**src/rtl/stopwatch_ctrl_if.sv**
```systemverilog
// ---------------------------------------------------------------------------
// stopwatch_ctrl_if
//
// Purpose: groups the button, enable, display-select and status/time signals
// of the stopwatch sequencer into one bundle. clk and rst_n stay plain ports
// on the design.
//
// Signals:
//   ena        global enable (low freezes every register)
//   btn_ss     raw start/stop button, active-high, asynchronous
//   btn_lc     raw lap/clear button, active-high, asynchronous
//   disp_sel   digit select: 0 tenths, 1 seconds ones, 2 seconds tens, 3 status
//   disp_digit digit value for the segment decoder
//   time_bcd   live time {tens, ones, tenths}
//   state      current state (IDLE=0, RUN=1, PAUSE=2, LAP=3)
//   tick       one-cycle pulse on each 0.1 s increment
//
// Modports: master drives buttons/enable/select and observes the outputs;
// slave is the stopwatch itself.
// ---------------------------------------------------------------------------
interface stopwatch_ctrl_if;
    logic        ena;
    logic        btn_ss;
    logic        btn_lc;
    logic [1:0]  disp_sel;
    logic [3:0]  disp_digit;
    logic [11:0] time_bcd;
    logic [1:0]  state;
    logic        tick;

    modport master (
        output ena,
        output btn_ss,
        output btn_lc,
        output disp_sel,
        input  disp_digit,
        input  time_bcd,
        input  state,
        input  tick
    );

    modport slave (
        input  ena,
        input  btn_ss,
        input  btn_lc,
        input  disp_sel,
        output disp_digit,
        output time_bcd,
        output state,
        output tick
    );
endinterface

```
**src/rtl/stopwatch_ctrl.sv**
```systemverilog
// ---------------------------------------------------------------------------
// stopwatch_ctrl
//
// Purpose: stopwatch sequencer between the board push-buttons and the
// 7-segment decoder. Both buttons are synchronised and debounced into
// single-cycle press events that drive a four-state machine
// (IDLE / RUN / PAUSE / LAP). A prescaler turns clk into 0.1 s ticks that
// advance a 3-digit BCD time counter (00.0 .. 59.9 s, wrapping to 00.0).
// In LAP the display shows a frozen snapshot while the live time keeps
// counting.
//
// Parameters:
//   TICK_COUNT      clk cycles per 0.1 s tick (>= 2)
//   DEBOUNCE_CYCLES consecutive disagreeing edges to accept a level change (>= 1)
//
// Ports:
//   clk    single clock
//   rst_n  asynchronous active-low reset
//   bus    stopwatch_ctrl_if.slave (ena, buttons, disp_sel in;
//          disp_digit, time_bcd, state, tick out)
// ---------------------------------------------------------------------------
module stopwatch_ctrl #(
    parameter logic [23:0] TICK_COUNT      = 24'd1_000_000,
    parameter logic [15:0] DEBOUNCE_CYCLES = 16'd50_000
) (
    input  logic              clk,
    input  logic              rst_n,
    stopwatch_ctrl_if.slave   bus
);

    localparam logic [1:0] ST_IDLE  = 2'd0;
    localparam logic [1:0] ST_RUN   = 2'd1;
    localparam logic [1:0] ST_PAUSE = 2'd2;
    localparam logic [1:0] ST_LAP   = 2'd3;

    // Channel 0 is start/stop, channel 1 is lap/clear.
    logic [1:0] btn_raw;
    logic [1:0] btn_evt;

    assign btn_raw = {bus.btn_lc, bus.btn_ss};

    // -----------------------------------------------------------------------
    // Per-button conditioning: 2-flop synchroniser, debouncer, press detector
    // -----------------------------------------------------------------------
    generate
        for (genvar gi = 0; gi < 2; gi++) begin : g_btn
            logic        sync1_q, sync1_d;
            logic        sync2_q, sync2_d;
            logic        deb_q, deb_d;
            logic        deb_dly_q, deb_dly_d;
            logic        evt_q, evt_d;
            logic [15:0] cnt_q, cnt_d;

            always_comb begin
                sync1_d = btn_raw[gi];
                sync2_d = sync1_q;
                deb_d   = deb_q;
                cnt_d   = 16'd0;
                // The count restarts on any agreeing edge, so only an
                // unbroken run of DEBOUNCE_CYCLES disagreeing edges flips
                // the debounced level.
                if (sync2_q != deb_q) begin
                    if (cnt_q == DEBOUNCE_CYCLES - 16'd1) begin
                        deb_d = ~deb_q;
                        cnt_d = 16'd0;
                    end else begin
                        cnt_d = cnt_q + 16'd1;
                    end
                end
                deb_dly_d = deb_q;
                // Rising edge of the debounced level only; releases are silent.
                evt_d     = deb_q & ~deb_dly_q;
            end

            always_ff @(posedge clk or negedge rst_n) begin
                if (!rst_n) begin
                    sync1_q   <= 1'b0;
                    sync2_q   <= 1'b0;
                    deb_q     <= 1'b0;
                    deb_dly_q <= 1'b0;
                    evt_q     <= 1'b0;
                    cnt_q     <= 16'd0;
                end else if (bus.ena) begin
                    sync1_q   <= sync1_d;
                    sync2_q   <= sync2_d;
                    deb_q     <= deb_d;
                    deb_dly_q <= deb_dly_d;
                    evt_q     <= evt_d;
                    cnt_q     <= cnt_d;
                end
            end

            assign btn_evt[gi] = evt_q;
        end
    endgenerate

    // Start/stop has priority: a lap/clear press landing in the same cycle
    // is dropped.
    logic ss_evt;
    logic lc_evt;

    assign ss_evt = btn_evt[0];
    assign lc_evt = btn_evt[1] & ~btn_evt[0];

    // -----------------------------------------------------------------------
    // BCD increment with carries; 59.9 rolls over to 00.0.
    // -----------------------------------------------------------------------
    function automatic logic [11:0] bcd_inc(input logic [11:0] t);
        logic [3:0] d_tenths;
        logic [3:0] d_ones;
        logic [3:0] d_tens;
        d_tenths = t[3:0];
        d_ones   = t[7:4];
        d_tens   = t[11:8];
        if (d_tenths == 4'd9) begin
            d_tenths = 4'd0;
            if (d_ones == 4'd9) begin
                d_ones = 4'd0;
                if (d_tens == 4'd5) begin
                    d_tens = 4'd0;
                end else begin
                    d_tens = d_tens + 4'd1;
                end
            end else begin
                d_ones = d_ones + 4'd1;
            end
        end else begin
            d_tenths = d_tenths + 4'd1;
        end
        return {d_tens, d_ones, d_tenths};
    endfunction

    // -----------------------------------------------------------------------
    // State machine, prescaler, time counter and lap snapshot
    // -----------------------------------------------------------------------
    logic [1:0]  state_q, state_d;
    logic [23:0] presc_q, presc_d;
    logic [11:0] time_q, time_d;
    logic [11:0] snap_q, snap_d;
    logic        tick_q, tick_d;
    logic        counting;

    assign counting = (state_q == ST_RUN) || (state_q == ST_LAP);

    always_comb begin
        presc_d = presc_q;
        time_d  = time_q;
        tick_d  = 1'b0;
        state_d = state_q;
        snap_d  = snap_q;

        // Counting follows the current state, so a tick that coincides with
        // a stop press is still applied on the transition edge. In PAUSE the
        // prescaler holds its partial interval.
        if (counting) begin
            if (presc_q == TICK_COUNT - 24'd1) begin
                presc_d = 24'd0;
                tick_d  = 1'b1;
                time_d  = bcd_inc(time_q);
            end else begin
                presc_d = presc_q + 24'd1;
            end
        end

        case (state_q)
            ST_IDLE: begin
                if (ss_evt) begin
                    state_d = ST_RUN;
                end
            end
            ST_RUN: begin
                if (ss_evt) begin
                    state_d = ST_PAUSE;
                end else if (lc_evt) begin
                    state_d = ST_LAP;
                    // Snapshot takes the post-increment value so it matches
                    // what time_bcd shows right after the transition.
                    snap_d  = time_d;
                end
            end
            ST_LAP: begin
                if (ss_evt) begin
                    state_d = ST_PAUSE;
                end else if (lc_evt) begin
                    state_d = ST_RUN;
                end
            end
            ST_PAUSE: begin
                if (ss_evt) begin
                    state_d = ST_RUN;
                end else if (lc_evt) begin
                    state_d = ST_IDLE;
                    time_d  = 12'h000;
                    presc_d = 24'd0;
                    snap_d  = 12'h000;
                end
            end
            default: begin
                state_d = ST_IDLE;
            end
        endcase
    end

    always_ff @(posedge clk or negedge rst_n) begin
        if (!rst_n) begin
            state_q <= ST_IDLE;
            presc_q <= 24'd0;
            time_q  <= 12'h000;
            snap_q  <= 12'h000;
            tick_q  <= 1'b0;
        end else if (bus.ena) begin
            state_q <= state_d;
            presc_q <= presc_d;
            time_q  <= time_d;
            snap_q  <= snap_d;
            tick_q  <= tick_d;
        end
    end

    // -----------------------------------------------------------------------
    // Display mux: combinational from disp_sel and registered sources only.
    // -----------------------------------------------------------------------
    logic [11:0] disp_src;
    logic [3:0]  disp_digit;

    always_comb begin
        disp_src = (state_q == ST_LAP) ? snap_q : time_q;
        case (bus.disp_sel)
            2'd0:    disp_digit = disp_src[3:0];
            2'd1:    disp_digit = disp_src[7:4];
            2'd2:    disp_digit = disp_src[11:8];
            default: disp_digit = {2'b00, state_q};
        endcase
    end

    assign bus.disp_digit = disp_digit;
    assign bus.time_bcd   = time_q;
    assign bus.state      = state_q;
    assign bus.tick       = tick_q;

endmodule

```
**src/flat_wrapper.sv**
```systemverilog
// flat-port wrapper written by rule: the top's interface ports become plain ports
module stopwatch_ctrl_flat 
#(
    parameter logic [23:0] TICK_COUNT      = 24'd1_000_000,
    parameter logic [15:0] DEBOUNCE_CYCLES = 16'd50_000
)
  (clk, rst_n, bus_ena, bus_btn_ss, bus_btn_lc, bus_disp_sel, bus_disp_digit, bus_time_bcd, bus_state, bus_tick);
  stopwatch_ctrl_if bus_i ();
  input  logic clk;
  input  logic rst_n;
  input wire logic [$bits(bus_i.ena)-1:0] bus_ena;
  input wire logic [$bits(bus_i.btn_ss)-1:0] bus_btn_ss;
  input wire logic [$bits(bus_i.btn_lc)-1:0] bus_btn_lc;
  input wire logic [$bits(bus_i.disp_sel)-1:0] bus_disp_sel;
  output wire logic [$bits(bus_i.disp_digit)-1:0] bus_disp_digit;
  output wire logic [$bits(bus_i.time_bcd)-1:0] bus_time_bcd;
  output wire logic [$bits(bus_i.state)-1:0] bus_state;
  output wire logic [$bits(bus_i.tick)-1:0] bus_tick;
  assign bus_i.ena = bus_ena;
  assign bus_i.btn_ss = bus_btn_ss;
  assign bus_i.btn_lc = bus_btn_lc;
  assign bus_i.disp_sel = bus_disp_sel;
  assign bus_disp_digit = bus_i.disp_digit;
  assign bus_time_bcd = bus_i.time_bcd;
  assign bus_state = bus_i.state;
  assign bus_tick = bus_i.tick;
  stopwatch_ctrl #(.TICK_COUNT(TICK_COUNT), .DEBOUNCE_CYCLES(DEBOUNCE_CYCLES)) u_core (.clk(clk), .rst_n(rst_n), .bus(bus_i));
endmodule
```
**config.mk**
```make
export PLATFORM = sky130hd
export DESIGN_NAME = stopwatch_ctrl_flat
export DESIGN_NICKNAME = d
export VERILOG_FILES = /design/src/rtl/stopwatch_ctrl_if.sv /design/src/rtl/stopwatch_ctrl.sv /design/src/flat_wrapper.sv
export SDC_FILE = /design/constraint.sdc
export NUM_CORES = 1
export LEC_CHECK = 0
export ABC_CLOCK_PERIOD_IN_PS = 2700
export BUFFER_PORTS_ARGS = -buffer_cell sky130_fd_sc_hd__buf_2
export CAP_MARGIN = 20
export CORE_MARGIN = 1.5
export CORE_UTILIZATION = 62
export DETAILED_ROUTE_END_ITERATION = 16
export PLACE_DENSITY = 0.91
export SLEW_MARGIN = 20
export SYNTH_ARGS = -nofsm -noshare
export SYNTH_HDL_FRONTEND = slang
export SYNTH_SLANG_ARGS = --single-unit
```
**constraint.sdc**
```tcl
create_clock -name clk -period 2.7 [get_ports clk]
set_clock_uncertainty 0.1 [all_clocks]
set_input_delay 0.405 -clock clk [delete_from_list [all_inputs] [get_ports clk]]
set_output_delay 0.405 -clock clk [all_outputs]
set_load 0.01 [all_outputs]
```
### Word-level counts from Yosys, hierarchy flattened

Cells that the tools add are included.

* $add $sub $neg: 6
* eq/ne operators: 21
* mux-type cells: 37
* bitwise logic cells: 8
* reductions and logical operators: 8

Operator list (count)
* 12-bit two-way mux: 10
* 24-bit two-way mux: 5
* 16-bit two-way mux: 4
* 16-bit by 1-bit adder with 16-bit output (second input constant): 2
* 16-bit == test (second input constant): 2
* 24-bit by 1-bit adder with 24-bit output (second input constant): 1
* 24-bit by 20-bit == test with 1-bit output (second input constant): 1
* 4-bit two-way mux: 6
* 12-bit one-hot mux with 2 select lines: 1
* 2-bit two-way mux: 7
* 4-bit by 1-bit adder with 4-bit output (second input constant): 3
* 4-bit one-hot mux with 3 select lines: 1
* 3-bit by 1-bit != test with 1-bit output (second input constant): 3
* 4-bit == test (second input constant): 2
* 2-bit one-hot mux with 4 select lines: 1
* 2-bit == test (second input constant): 3
* 2-bit by 1-bit != test with 1-bit output (second input constant): 3
* 3-bit AND reduction: 2
* 6-bit AND reduction: 1
* 1-bit inverter: 5
* 5-bit AND reduction: 1
* 2-bit by 1-bit == test with 1-bit output (second input constant): 2
* 4-bit by 3-bit == test with 1-bit output (second input constant): 1
* 2-bit logical NOT: 2
* 6 further kinds: 11

* register bits: 93
* input port bits: 7
* output and inout bits: 19
* word-level logic and storage cells: 97

### Longest topological paths before layout

Gate-level depths: netlist (run 1).

* word-level depth: 9
* depth in mapped cells: 9
* depth with buffers taken out: 7

### Worst setup path before layout (run 1)

No wires, ideal clock.

* kind: register to register
* from: register u_core.state_q[1], in the netlist u_core.bus.state[1]
* to: register u_core.time_q[8], in the netlist u_core.bus.time_bcd[8]
* setup time: 69 ps
* data arrival time: 2223 ps
* data required time: 2531 ps
* path slack: 308 ps
* cell stages (with the launch flop): 9
* buffers on the path: 1
* clock period less this slack: 2392 ps
* cell sequence: dfrtp_1 inv_1 ha_1 clkbuf_1 o21a_1 nand2_2 or4_4 or3_1 nand3_1

* longest elaborated chain between the ends: 6
* elaborated cells between the ends (all ways): 8
* those cells by class: 3 x eq/ne; 4 x mux; 1 x reduce/logical

RTL lines
* start, declared: line stopwatch_ctrl.sv:136 `logic [1:0] state_q, state_d;`
* start signal, assigned: line stopwatch_ctrl.sv:212 `state_q <= state_d;`
* 2-bit by 1-bit == test with 1-bit output / 2-bit == test (equally long branches): line stopwatch_ctrl.sv:143 `assign counting = (state_q == ST_RUN) || (state_q == ST_LAP);`
* 1-bit logical OR: line stopwatch_ctrl.sv:143
* 12-bit two-way mux: line stopwatch_ctrl.sv:155 `if (counting) begin`
* 12-bit two-way mux: line stopwatch_ctrl.sv:191 `end else if (lc_evt) begin`
* 12-bit two-way mux: line stopwatch_ctrl.sv:189 `if (ss_evt) begin`
* 12-bit two-way mux *: line stopwatch_ctrl.sv:165 `case (state_q)`
* end signal, assigned: line stopwatch_ctrl.sv:214 `time_q <= time_d;`
* end, declared: line stopwatch_ctrl.sv:138 `logic [11:0] time_q, time_d;`

Every way passes the cells marked *; elsewhere a longest branch is shown, timed or not.
A chain may end at the register's enable or synchronous reset.

### Final worst setup path (run 1)

* from: register u_core.state_q[1], in the netlist u_core.bus.state[1]
* to: output port bus_disp_digit[1]

* longest elaborated chain between the ends: 3

RTL lines
* 2-bit == test: line stopwatch_ctrl.sv:227 `disp_src = (state_q == ST_LAP) ? snap_q : time_q;`
* 12-bit two-way mux: line stopwatch_ctrl.sv:227
* 4-bit one-hot mux with 3 select lines *: line stopwatch_ctrl.sv:228 `case (bus.disp_sel)`
* end, declared: line flat_wrapper.sv:15 `output wire logic [$bits(bus_i.disp_digit)-1:0] bus_disp_digit;`

Marks and branches as above.

==> results of run 1 <==
-- cells by family (layout without fill, tap and decap cells) --
| group | count (synthesis) | after routing | synth area share (%) |
|---|---|---|---|
| adders and majority gates | 8 | 8 | 1.84 |
| muxes | 17 | 17 | 3.29 |
| and+or+nand+nor | 259 | 259 | 27.7 |
| buffers and inverters | 48 | 80 | 3.78 |
| xor gates and xnor gates | 41 | 41 | 6.61 |
| DFF | 93 | 93 | 42.8 |
| AOI/OAI and AO/OA | 115 | 115 | 14.0 |
-- metrics by stage --
step | cells | util (%)
6_report | 718 | 70.9
5_1_grt | 718 | 70.9
4_1_cts | 717 | 70.8
3_5_place_dp | 701 | 68.6
3_3_place_gp | 701 | 68.6
2_1_floorplan | 581 | -
-- metal layers --
| metal | up-vias | global-route usage [%] | share of wire (%) |
|---|---|---|---|
| met3 | 40 | 4.62 | 6.0 |
| met4 | 0 | 13.7 | 3.0 |
| li1 | 2164 | - | - |
| met2 | 194 | 45.1 | 48 |
| met5 | - | 0 | 0 |
| met1 | 2283 | 39.3 | 43 |
-- worst reg2reg max path, stage by stage, from the launching register on --
cell	delay (ps)
sky130_fd_sc_hd__dfrtp_1	420
sky130_fd_sc_hd__or4b_2	700
sky130_fd_sc_hd__nor4_1	400
sky130_fd_sc_hd__a21oi_1	230
sky130_fd_sc_hd__nor2_2	360
sky130_fd_sc_hd__nor2_1	110
-- worst min path at each step --
| stage | startpoint | depth (start not counted) | end |
|---|---|---|---|
| finish | bus_btn_lc | 2 | u_core.g_btn[1].sync1_q$_DFFE_PN0P_ |
| global route | bus_btn_ss | 2 | u_core.g_btn[0].sync1_q$_DFFE_PN0P_ |
| CTS | bus_btn_lc | 2 | u_core.g_btn[1].sync1_q$_DFFE_PN0P_ |
| detailed placement | rst_n | 1 | u_core.snap_q[4]$_DFFE_PN0P_ |
| global placement | u_core.g_btn[1].deb_dly_q$_DFFE_PN0P_ | 1 | u_core.g_btn[1].evt_q$_DFFE_PN0P_ |
| floorplan | rst_n | 0 | u_core.bus.state[0]$_DFFE_PN0P_ |
-- cell type report --
class | count | share of cell area [%]
multi-input cells | 440 | 49.1
clock buffers | 10 | 2.33
clock inverters | 5 | 0.613
repair buffers | 47 | 5.20
flip-flops and latches | 93 | 39.4
inverters | 18 | 1.14
well taps | 105 | 2.22
-- flip-flops by register name (all words and copies together), names as in the netlist, 2 cells and up --
name and flops:
u_core.bus.state 2, u_core.g_btn.cnt_q 32, u_core.g_btn.sync2_q 2, u_core.bus.time_bcd 12, u_core.snap_q 12, u_core.g_btn.sync1_q 2, u_core.presc_q 24, u_core.g_btn.deb_dly_d 2
u_core.g_btn.evt_q 2, u_core.g_btn.deb_dly_q 2
-- power by group through the flow --
stage          Clock, uW  Combinational, uW  Sequential [uW]
6_report             864                942             1640
3_5_place_dp           0                896             1670
5_1_grt              939               1040             1660
3_3_place_gp           0                849             1660
4_1_cts              873                912             1640
2_1_floorplan          0                613             1640
-- timing repair --
| item | in CTS | in global routing |
|---|---|---|
| hold endpoints to repair | 45 | 0 |
| cloned | 0 | 0 |
| buffers inserted | 0 | 1 |
| resized for setup | 1 | 2 |
| endpoints found under the setup margin | 1 | 2 |
| hold buffers | 1 | 0 |
-- cells in the final DEF (no fill, tap or decap), types with 3 or more instances in the layout --
cell type,instances
sky130_fd_sc_hd__o21ai_0,34
sky130_fd_sc_hd__a21oi_1,17
sky130_fd_sc_hd__nor3_1,22
sky130_fd_sc_hd__nand2b_1,9
sky130_fd_sc_hd__nor2_1,55
sky130_fd_sc_hd__ha_1,8
sky130_fd_sc_hd__a22o_1,5
sky130_fd_sc_hd__buf_2,24
sky130_fd_sc_hd__xnor2_1,22
sky130_fd_sc_hd__mux2i_1,10
sky130_fd_sc_hd__o2bb2ai_1,3
sky130_fd_sc_hd__o21ai_1,4
sky130_fd_sc_hd__o21a_1,6
sky130_fd_sc_hd__o31ai_1,8
sky130_fd_sc_hd__nor4_4,6
sky130_fd_sc_hd__clkinvlp_4,3
sky130_fd_sc_hd__clkbuf_8,10
sky130_fd_sc_hd__mux2_2,7
sky130_fd_sc_hd__a21o_1,3
sky130_fd_sc_hd__or3_1,6
sky130_fd_sc_hd__and3_1,9
sky130_fd_sc_hd__and4_1,4
sky130_fd_sc_hd__inv_1,17
sky130_fd_sc_hd__dfrtp_1,92
sky130_fd_sc_hd__nor2b_1,7
sky130_fd_sc_hd__nand2_1,51
sky130_fd_sc_hd__o211ai_1,6
sky130_fd_sc_hd__nand4_1,18
sky130_fd_sc_hd__nand3_1,34
sky130_fd_sc_hd__xor2_1,19
sky130_fd_sc_hd__buf_4,21
sky130_fd_sc_hd__nor4_1,9
sky130_fd_sc_hd__o22ai_1,5
==> qor.yml, run 1 <==
timing:
  max_slew_margin_pct: 53.3
  fmax_ghz: 0.389
  drv_slew: 0
  setup_viol: 0
  timing_worst_slew_pin_value_ps: 695
  timing.final.crit_share_pct: 95.3
  rsz0062_at_grt: "false"
  timing.hold.ws_ps: 164
  final.setup.worst_slack_ps: 128
  hold_viol_final: 0
  period_needed_ps: 2570
  totalNegativeSetupSlack_ps: 0
synth:
  mappedNetlistArea_sq_um: 5440
  yosys.cell_count.top_type: "sky130_fd_sc_hd__dfrtp_1"
  synth_edf_count: 0
  syn_avg_cell_area_sq_um: 9.35
  post_synth_most_frequent_cells: "93 x sky130_fd_sc_hd__dfrtp_1, 55 x sky130_fd_sc_hd__nor2_1, 51 x sky130_fd_sc_hd__nand2_1, 35 x sky130_fd_sc_hd__o21ai_0, 34 x sky130_fd_sc_hd__nand3_1"
  synth_ff_type: "sky130_fd_sc_hd__dfrtp_1"
  synth.yosys.seq_area_share_pct: 42.8
  syn_inst: 581
  synth.yosys.warnings: 0
  synth.top_cells.by_area: "sky130_fd_sc_hd__dfrtp_1 43%, sky130_fd_sc_hd__nor2_1 3.8%, sky130_fd_sc_hd__xnor2_1 3.5%, sky130_fd_sc_hd__nand2_1 3.5%, sky130_fd_sc_hd__o21ai_0 3.2%"
  postSynth.asyncResetShare_pct: 100
  postSynthRegisterBits: 93
  postSynthNetCount: 596
  post-synth-top-area-fraction_pct: 42.8
  ys_types: 74
  post-synth-top-area-cell: "sky130_fd_sc_hd__dfrtp_1"
critical_path:
  critPathMaxStageDelay_ps: 450
  worstPathMaxFanout: 9
  cp_num_buf_inv: 2
  worst_r2r_endpoint: "u_core.g_btn[1].cnt_q[11]$_DFFE_PN0P_"
  path_depth: 7
  end_kind: "output port"
  ff_to_ff_path_depth: 5
  worstSetupStartpointType: "flip-flop"
  critical_path_class: "reg -> out"
  worst_path_dominant_cell_family: "compound AO/OA/AOI/OAI gates"
  timing.critical_path.required_ps: 2190
  reg2reg_setup_slack_ps: 260
  critPathLaunch: "u_core.bus.state[1]$_DFFE_PN0P_"
  critical_path_arrival_ps: 2070
  critical_path.cell_chain: "ha_1 -> buf_4 -> a221o_1 -> o21ai_2 -> o21a_1 -> o221ai_1 -> buf_2"
  critical_path.slowest_cell: "sky130_fd_sc_hd__dfrtp_1"
  crit_end: "bus_disp_digit[1]"
  critical_register_to_register_path_startpoint: "u_core.g_btn[1].cnt_q[12]$_DFFE_PN0P_"
grt:
  global_route.usage.total_pct: 28.8
  antenna_found_initial: 0
  grt_pass1_vias: 4592
  global_route.overflow_total: 0
  grt_pass1_wl_mm: 22.2
  grt_max_degree: 48
power_and_ir_drop:
  power.sequential.fraction_pct: 47.6
  comb_power_share_pct: 27.3
  power.share.clock_pct: 25.1
  power_report.internal_total_uw: 2240
  total_leakage_power_uw: 0.00259
  vdd_ir_drop_max_mv: 0.324
  p_switching_uw: 1200
  power_per_cell_area_nw_per_um2: 583
  power.switching_fraction_pct: 34.9
  p_total_uw: 3450
clock_network:
  cts.clk_slew.worst_paths_ps: 90
  ctsHtreeMaxLevel: 3
  tritoncts: "done"
  ctsLongestPathBuffers: 2
  root_buffer: "sky130_fd_sc_hd__clkbuf_8"
  clock_insertion_delay_worst_skew_ps: 370
  clock_sink_count: 93
  numCtsBuffers: 9
cells_and_area:
  multi_input_comb_area_sq_um: 2910
  fillCellCount: 586
  design_area_sq_um: 5920
  nNetsFinal: 624
  layout.area.seq_sq_um: 2330
  final_layout_size_suffix_gt1_share_pct: 15.3
  insertedDiodeCount: 0
  areaGrowthSynthToFinish_pct: 8.84
drt:
  routed_wl_mm: 12.8
  avgViaCountPerCell: 6.52
  postRouteAntennaNets: 0
  initialDrtViolationCount: 453
  vias: 4681
  routed_wire_length_per_instance_microns: 17.8
  drtPass1Iterations: 5
  drt_drc_violations_left: 0
placement:
  finalWeightedCongestion: 0.875
  placement.setup.worst_slack_ps: 274
  io_buffers: 25
  cell_area_after_placement_sq_um: 5720
  detailedPlacementHpwl_mm: 8.91
die:
  io_pins: 26
  num_rows: 33
  die-width_microns: 96.6
  core_area_sq_um: 8340
  floorplan.die.height_microns: 96.6
  starting_utilization_of_the_core_area_pct: 65.2
  design.die.area_sq_um: 9340
status:
  status: "finished, final reports clean"
job:
  maxCapViolations: 0
hold_path:
  worstHoldPathType: "in -> reg"
No activity file was read; power rests on OpenSTA's default activity.
==> run 2: changes to the inputs <==
ABC_AREA = 1   (was not set)
==> run 2 against run 1 <==
Against the previous run: worst hold slack worse by 8.5 ps; largest cell class unchanged; critical path type unchanged; largest power group unchanged; combinational power is 17% lower; non-clock buffer count is 15 lower.
==> qor.yml, run 2 <==
cells_and_area:
  biggestRegsByFlops: "u_core.g_btn.cnt_q x32, u_core.presc_q x24"
  finalCoreUtilization_pct: 70.0  # -0.91 points
  stdcell_count: 866  # +21%
  largest_register_ffs: 32  # unchanged
  areaGrowthSynthToFinish_pct: 8.50
  layout_commonest_cell: "sky130_fd_sc_hd__nand2_1"
  most_flop_heavy_register: "u_core.g_btn.cnt_q"
  layout.area.seq_sq_um: 2330  # about the same
  insertedDiodeCount: 0  # unchanged
  final_layout_size_suffix_gt1_share_pct: 8.54  # -6.8 points
  multi_input_comb_area_sq_um: 2650  # -8.7%
  fillCellCount: 644  # +9.9%
  nNetsFinal: 771  # +24%
  most_frequent_cells_in_the_layout: "216 x sky130_fd_sc_hd__nand2_1, 98 x sky130_fd_sc_hd__nor2_1, 93 x sky130_fd_sc_hd__dfrtp_1, 77 x sky130_fd_sc_hd__inv_1, 43 x sky130_fd_sc_hd__nand3_1"
power_and_ir_drop:
  power_per_cell_area_nw_per_um2: 584  # +0.29%
  vdd_ir_drop_max_mv: 0.290  # -11%
  total_leakage_power_uw: 0.00283  # +9.2%
die:
  die-width_microns: 95.9  # -0.72%
  num_rows: 33  # unchanged
  floorplan.die.height_microns: 95.9  # -0.72%
  core_area_sq_um: 8300  # -0.50%
  io_pins: 26  # unchanged
  design.die.area_sq_um: 9200  # -1.4%
  starting_utilization_of_the_core_area_pct: 64.5  # -0.64 points
drt:
  avgViaCountPerCell: 5.79  # -11%
  postRouteAntennaNets: 0  # unchanged
  vias: 5018  # +7.2%
  initialDrtViolationCount: 364  # -20%
  routed_wl_mm: 12.7  # -0.93%
  drtPass1Iterations: 6  # +1
  drt_drc_violations_left: 0  # unchanged
  routed_wire_length_per_instance_microns: 14.6  # -18%
grt:
  grt_pass1_vias: 4721  # +2.8%
  global_route.usage.total_pct: 29.6  # +0.80 points
  grt_max_degree: 57  # +19%
  antenna_found_initial: 0  # unchanged
  grt_pass1_wl_mm: 21.2  # -4.1%
  global_route.overflow_total: 0  # unchanged
synth:
  synth.top_cells.by_area: "sky130_fd_sc_hd__dfrtp_1 43%, sky130_fd_sc_hd__nand2_1 15%, sky130_fd_sc_hd__nor2_1 6.9%, sky130_fd_sc_hd__inv_1 5.4%, sky130_fd_sc_hd__nand3_1 4.0%"
  postSynthNetCount: 744  # +25%
  ys_types: 45  # -39%
  post_synth_and_or_nand_nor_area_fraction_pct: 35.2  # +7.5 points
  post-synth-top-area-cell: "sky130_fd_sc_hd__dfrtp_1"
  synth_edf_count: 0  # unchanged
  synth_ff_type: "sky130_fd_sc_hd__dfrtp_1"
  yosys.cell_count.top_type: "sky130_fd_sc_hd__nand2_1"
  yosys.area_share.xor_xnor_pct: 3.60  # -3.0 points
  postSynth.asyncResetShare_pct: 100  # unchanged
  post_synth_most_frequent_cells: "216 x sky130_fd_sc_hd__nand2_1, 98 x sky130_fd_sc_hd__nor2_1, 93 x sky130_fd_sc_hd__dfrtp_1, 77 x sky130_fd_sc_hd__inv_1, 43 x sky130_fd_sc_hd__nand3_1"
  dominant_combinational_cell_family_by_area_after_synthesis: "simple AND/OR/NAND/NOR gates"
  synth.yosys.warnings: 0  # unchanged
  syn_inst: 729  # +25%
  post-synth-top-area-fraction_pct: 43.5  # +0.64 points
  syn_avg_cell_area_sq_um: 7.35  # -21%
  synth.yosys.seq_area_share_pct: 43.5  # +0.64 points
  synth_compound_gate_area_share_pct: 8.64  # -5.3 points
  postSynthRegisterBits: 93  # unchanged
  synth_fa_ha_area_share_pct: 1.87  # +0.028 points
  mappedNetlistArea_sq_um: 5360  # -1.5%
  yosys-mux-area-fraction_pct: 0.187  # -3.1 points
timing:
  totalNegativeSetupSlack_ps: 0  # unchanged
  drv_slew: 0  # unchanged
  period_needed_ps: 2490  # -85.2 ps
  max_slew_margin_pct: 67.1  # +14 points
  hold_viol_final: 0  # unchanged
  setup_viol: 0  # unchanged
  timing_worst_slew_pin_value_ps: 493  # -202 ps
  timing.final.crit_share_pct: 92.1  # -3.2 points
  fmax_ghz: 0.402  # +3.4%
  rsz0062_at_grt: "false"
  timing.hold.ws_ps: 155  # -8.49 ps
placement:
  finalWeightedCongestion: 0.933  # +6.6%
  dp_cells: 849  # +21%
  detailedPlacementHpwl_mm: 9.13  # +2.4%
  io_buffers: 25  # unchanged
critical_path:
  critPathLaunch: "u_core.bus.state[0]$_DFFE_PN0P_"
  worstSetupStartpointType: "flip-flop"
  critical_path_class: "reg -> out"
  end_kind: "output port"
  worstPathMaxFanout: 16  # +7
  critical_register_to_register_path_startpoint: "u_core.bus.state[1]$_DFFE_PN0P_"
  ff_to_ff_path_depth: 11  # +6
  timing.critical_path.required_ps: 2190  # about the same
  critical_path_arrival_ps: 1980  # -90 ps
clock_network:
  post-cts-setup-buffer-count: 0  # unchanged
  cts.clk_slew.worst_paths_ps: 90  # about the same
  ctsHtreeMaxLevel: 3  # unchanged
  tritoncts: "done"
  clock_sink_count: 93  # unchanged
  ctsLongestPathBuffers: 2  # unchanged
  clock_insertion_delay_worst_skew_ps: 370  # about the same
  numCtsBuffers: 9  # unchanged
  root_buffer: "sky130_fd_sc_hd__clkbuf_8"
hold_path:
  worstHoldPathType: "in -> reg"
  hold_start: "bus_btn_lc"
  hold_path_depth: 3  # +1
status:
  status: "finished, final reports clean"
job:
  maxCapViolations: 0  # unchanged
run 2: cell count changes after synthesis, sizes merged, moves of 9 or more:
cell / change
nand2: +167
inv: +62
nor2: +49
xnor2: -18
clkbuf: -13
nor4: -10
mux2i: -9
nand3: +9
run 2: layer usage:
layer / track usage (%) / share of wire (%) / vias to the layer above
met3: 4.50 / 6.4 / 31
li1: - / - / 2408
met2: 49.8 / 49 / 237
met1: 37.4 / 42 / 2342
met4: 13.8 / 2.5 / 0
met5: 0 / 0 / -
run 2: final timing paths:
kind                                                   endpoint  slack [ps]
setup / recovery                              bus_disp_digit[1]         210
min in group asynchronous         u_core.presc_q[6]$_DFFE_PN0P_         440
setup reg to reg                  u_core.presc_q[7]$_DFFE_PN0P_         400
hold / removal              u_core.g_btn[1].sync1_q$_DFFE_PN0P_         160
max in group asynchronous  u_core.g_btn[0].cnt_q[1]$_DFFE_PN0P_        1390
hold reg to reg               u_core.g_btn[1].evt_q$_DFFE_PN0P_         350
run 2: power by group:
part | leakage, uW | switching (uW) | internal [uW] | total [uW]
logic | 0.00148 | 520 | 260 | 780
clock network | 0.0000959 | 495 | 456 | 951
registers | 0.00125 | 138 | 1530 | 1660
run 2: logic make-up (layout without fill, tap and decap cells):
| group | after synthesis | in the layout |
|---|---|---|
| simple gates | 430 | 430 |
| buf+inv | 97 | 129 |
| flops | 93 | 93 |
| compound gates | 78 | 78 |
| xor+xnor | 22 | 22 |
| fa+ha+maj | 8 | 8 |
| mux | 1 | 1 |
run 2: area by class of cell:
type                       instances  area share [%]
multi-input combinational        539            45.7
sequential                        93            40.1
inverter                          81            5.23
timing repair buffer              32            3.36
clock buffer                      11            2.43
tap                              105            2.26
clock inverter                     5            1.01
run 2: through the flow:
step / cell area [sq um] / worst slack [ps] / power [uW]
finish: 5810 / 213 / 3400
global route: 5810 / 52.7 / 3600
CTS: 5810 / 64.9 / 3400
detailed placement: 5600 / 346 / 2450
global placement: 5600 / 528 / 2400
floorplan: 5360 / 585 / 2200
run 2: worst max-delay path: stages (launching register included):
cell	delay, ps
sky130_fd_sc_hd__dfrtp_1	470
sky130_fd_sc_hd__ha_2	360
sky130_fd_sc_hd__inv_1	240
sky130_fd_sc_hd__a21oi_1	190
sky130_fd_sc_hd__o21ai_0	90
sky130_fd_sc_hd__o2111ai_1	110
sky130_fd_sc_hd__buf_2	160
run 2: repair_timing:
action                                  4_1_cts  5_1_grt
endpoints found under the setup margin        0        4
resized for setup                             0        1
hold buffers                                  1        0
hold endpoints to repair                     37        0
